File: config.mk
export PLATFORM = sky130hd
export DESIGN_NAME = task1_a
export DESIGN_NICKNAME = d
export VERILOG_FILES = /design/src/rtl/task1_a.sv
export SDC_FILE = /design/constraint.sdc
export NUM_CORES = 1
export LEC_CHECK = 0
export CAP_MARGIN = 20
export CORE_MARGIN = 4
export CORE_UTILIZATION = 49
export DETAILED_ROUTE_END_ITERATION = 16
export PLACE_DENSITY = 0.81
export SLEW_MARGIN = 15
export SYNTH_ARGS = -nofsm -noshare
export SYNTH_HDL_FRONTEND = slang
export SYNTH_SLANG_ARGS = --single-unit
File: constraint.sdc
create_clock -name clk -period 2.7 [get_ports clk]
set_input_delay 0.81 -clock clk [delete_from_list [all_inputs] [get_ports clk]]
set_output_delay 0.81 -clock clk [all_outputs]
set_load 0.1 [all_outputs]
File: src/rtl/task1_a.sv
// Three-input ones counter (full adder) with a registered copy of the count
// and a saturating, sticky-flagged running accumulator of that count.
module task1_a #(
    parameter string IMPL  = "STRUCT",
    parameter int    ACC_W = 16
) (
    output logic [1:0]       y,
    input  logic             a,
    input  logic             b,
    input  logic             c,
    input  logic             clk,
    input  logic             rst_n,
    input  logic             en,
    input  logic             clr,
    output logic [1:0]       y_q,
    output logic [ACC_W-1:0] acc,
    output logic             acc_sat
);

    localparam int SUM_W = ACC_W + 1;
    localparam logic [ACC_W-1:0] ACC_MAX = '1;

    generate
        if (IMPL == "STRUCT") begin : g_struct
            logic s;
            logic ab, ac, bc, cy;

            xor u_sum (s, a, b, c);
            and u_ab (ab, a, b);
            and u_ac (ac, a, c);
            and u_bc (bc, b, c);
            or  u_cy (cy, ab, ac, bc);

            assign y = {cy, s};
        end else begin : g_behav
            assign y = {1'b0, a} + {1'b0, b} + {1'b0, c};
        end
    endgenerate

    logic [1:0]       yreg_q, yreg_d;
    logic [ACC_W-1:0] acc_q, acc_d;
    logic             sat_q, sat_d;
    logic [SUM_W-1:0] sum;

    // Sum is one bit wider than acc so the saturation test never sees a wrap.
    always_comb begin
        sum    = {1'b0, acc_q} + SUM_W'(y);
        yreg_d = en ? y : yreg_q;
        acc_d  = acc_q;
        sat_d  = sat_q;
        if (clr) begin
            acc_d = '0;
            sat_d = 1'b0;
        end else if (en) begin
            if (sum >= {1'b0, ACC_MAX}) begin
                acc_d = ACC_MAX;
                sat_d = 1'b1;
            end else begin
                acc_d = sum[ACC_W-1:0];
            end
        end
    end

    always_ff @(posedge clk or negedge rst_n) begin
        if (!rst_n) begin
            yreg_q <= '0;
            acc_q  <= '0;
            sat_q  <= 1'b0;
        end else begin
            yreg_q <= yreg_d;
            acc_q  <= acc_d;
            sat_q  <= sat_d;
        end
    end

    assign y_q     = yreg_q;
    assign acc     = acc_q;
    assign acc_sat = sat_q;

endmodule

==> summary.md <==
| Metric | Value |
|---|---|
| Max VDD drop | `around 0.00039 V` |
| Reg-to-Reg Start | `acc[1]` |
| Global-route wire length before repair | `between 5 and 6 mm` |
| Max incr delay on CP | `570 ps` |
| Ys flop type | `dfrtp_1` |
| Slew Viols, Final | `0` |
| Layout cells sized above 1 | `0.444` |
| Worst Path Max Fanout | `3` |
| Final Hold Viols | `0` |
| Routability cong. | `0.888` |
| Die area | `3260 um^2` |
| Commonest non-fill, non-tap cells in the layout | `buf_4 (30), dfrtp_1 (19), nor2_1 (12)` |
| Via density | `6.41` |
| Worst skew pair latency | `~300 ps` |
| Input/output buffers | `27` |
| Grt ovf | `0` |
| Commonest non-fill, non-tap cell in the layout | `buf_4` |
| I/O pin total | `28` |
| Status | `complete, but fails checks` |
| Pre-CTS setup slack | `-848 ps` |
| Post-route cell area | `1700 um^2` |
| Worst hold path endpoint | `y_q[1]` |
| Slew @ Worst Pin | `approximately 700 ps` |
| Row count | `17` |
| Finished Core Util | `0.755` |
| Worst EP arrival | `between 3000 and 4000 ps` |
| Worst Slack Setup Final | `-186 ps` |
| Area Growth Syn to Fin | `44.0%` |
| Core area | `2250 um^2` |
| Clock Root Buffer | `clkbuf_4` |
| EDFF count, synth | `0` |
| RSZ-0062 raised after global routing | `yes` |
| Min-Delay Path Class | `reg2reg` |
| Critical Path, Cell by Cell | `buf_6, fa_1, ha_2, inv_2, fa_2, nand3b_4, or3_1, nor2_1, o21ai_0, a31oi_1` |
| Post-CTS Hold Fix Bufs | `0` |
| CTS tree | `yes` |
| CTS Buffer Depth | `2` |
| Sink Count | `19` |
| Min-Delay Startpoint | `y_q[1]` |
| Die Ht | `around 57 um` |
| Setup Crit Path Kind | `in2reg` |
| Final net count | `~170` |
| Reg2reg end | `acc_sat` |
| Worst R2R Setup Slack | `about 560 ps` |
| Synth top area cells | `dfrtp_1 (40%), nor2_1 (4.4%), a311oi_1 (4.4%)` |
| Area leader, netlist | `dfrtp_1` |
| CP max-delay cell | `fa_1` |
| Antenna viol nets, final | `0` |
| Clock skew | `between 5 and 6 ps` |
| Post-synthesis sequential area ratio | `0.402` |
| DRC | `0` |
| Initial core utilization | `0.524` |
| # diodes | `0` |
| Synth async-reset ratio | `1.00` |
| CP bufs+invs | `2` |
| Mean Syn Cell Area | `around 9.6 um^2` |
| Post-synthesis cell count | `123` |
| Reg clk slew, reported paths | `between 100 and 150 ps` |
| Syn_nets | `134` |
| Top Family by Delay on Critical Path | `adder cells` |
| Die Wd | `around 57 um` |
| DR iter-0 viols | `25` |
| DR pass1 iterations | `5` |
| Number of vias in the routed layout | `1217` |
| GRT Overall Usage | `0.213` |
| Antenna violations before repair | `0` |
| Fin crit share | `1.07` |
| Detailed Route WL | `~3.4 mm` |
| Setup crit end kind | `flip-flop` |
| Fmax | `346 MHz` |
| Lkg Pwr | `about 0.75 nW` |
| Tmin final | `between 2000 and 3000 ps` |
| Pwr Density | `just under 400 nW/um^2` |
| Yosys warns | `0` |
| Hpwl dp | `2.33 mm` |
| Max-cap violations | `0` |
| Rel. slew slack | `0.537` |
| Hold Crit Depth | `1` |
| Pin count of the biggest net entering global routing | `20` |
| WL per Instance | `roughly 18 um` |
| Dpl cell area | `1520 um^2` |
| Vias in the first global route | `between 1000 and 1500` |
| Mapped Area | `about 1200 um^2` |
| Distinct cells, synth | `40` |
| Inserted Clock Buffers | `3` |
| Yosys top cell area share | `0.402` |
| Worst hold slack | `526 ps` |
| CP Launch Type | `input pin` |
| #FFs+latches synth | `19` |
| Worst EP required | `~2900 ps` |
| Failing checks | `negative setup slack` |
| Final Setup Violations | `11` |
| Worst R2R Path Depth | `6` |
| H-tree levels | `1` |
-- Yosys cell counts (2+ instances only) --
master     n
a21oi_1    8
a311oi_1   6
a31oi_1    3
a41oi_1    2
and3_1     2
buf_4      2
clkbuf_1   4
dfrtp_1   19
fa_1       2
ha_1       2
inv_1      9
mux2_2     2
nand2_1    2
nand3_1    7
nand4_1    4
nor2_1    14
nor2b_1    2
nor3_1     5
nor4_4     2
o21ai_0    4
o31a_1     2
xnor2_1    2
-- routing by layer --
layer	vias up	track usage	routed length [um]
met1	600	0.294	1390
met4	0	0.0596	60
met5	-	0	0
met2	67	0.347	1660
li1	541	-	-
met3	9	0.0294	257
-- power by group --
part / internal (mW) / switching (mW) / total [mW]
registers: 0.294 / 0.00876 / 0.302
logic: 0.0730 / 0.154 / 0.227
clock network: 0.0553 / 0.0919 / 0.147
total: 0.422 / 0.255 / 0.677
-- cell type report --
| class | instances | area, um^2 |
|---|---|---|
| Clock buffer | 3 | 22.5 |
| Clock inverter | 1 | 5.00 |
| Fill cell | 150 | 552 |
| Inverter | 9 | 33.8 |
| Multi-Input combinational cell | 88 | 763 |
| Sequential cell | 19 | 475 |
| Tap cell | 28 | 35.0 |
| Timing Repair Buffer | 42 | 368 |
-- how the worst max path moves through the flow --
| stage | start | to | slack [ps] | cells after the start |
|---|---|---|---|---|
| 2_1_floorplan | a | acc[13] | -350 | 9 |
| 3_3_place_gp | a | acc[11] | -750 | 11 |
| 3_5_place_dp | a | acc[15] | -850 | 10 |
| 4_1_cts | c | acc_sat | -290 | 10 |
| 5_1_grt | a | acc[14] | -220 | 11 |
| 6_report | a | acc[10] | -190 | 10 |
-- worst register-to-register path: stages (launching register included) --
cell and delay, ps:
dfrtp_1 430, ha_1 300, a21oi_1 500, nor2b_1 180, xnor2_1 200, a2111oi_4 330, o31a_1 150
-- registers in the layout, summed over array words and instances, names as in the netlist --
register	count
acc	16
acc_sat	1
y_q	2
-- per-stage QoR --
stage               total power, mW  std cells  setup TNS, ps
global placement              0.521        182         -12120
global route                  0.712        190          -1690
CTS                           0.677        189          -2820
finish                        0.677        190           -990
floorplan                     0.455        123          -3770
detailed placement            0.525        182         -13360
-- kinds of logic after synthesis --
| kind of cell | after synthesis | share of synthesized area |
|---|---|---|
| AO/OA/AOI/OAI | 34 | 0.210 |
| AND/OR/NAND/NOR | 45 | 0.234 |
| XOR/XNOR | 3 | 0.0222 |
| flip-flops | 19 | 0.402 |
| buffers and inverters | 16 | 0.0582 |
| adder cells (fa/ha/maj) | 4 | 0.0550 |
| multiplexers | 2 | 0.0190 |
-- what timing repair did --
action                                  4_1_cts  5_1_grt
endpoints found under the setup margin       19       17
resized for setup                            31       10
gates cloned                                  0        0
pin swaps                                    16       14
setup buffers                                 4        2
Power figures use the tool's default switching activity.
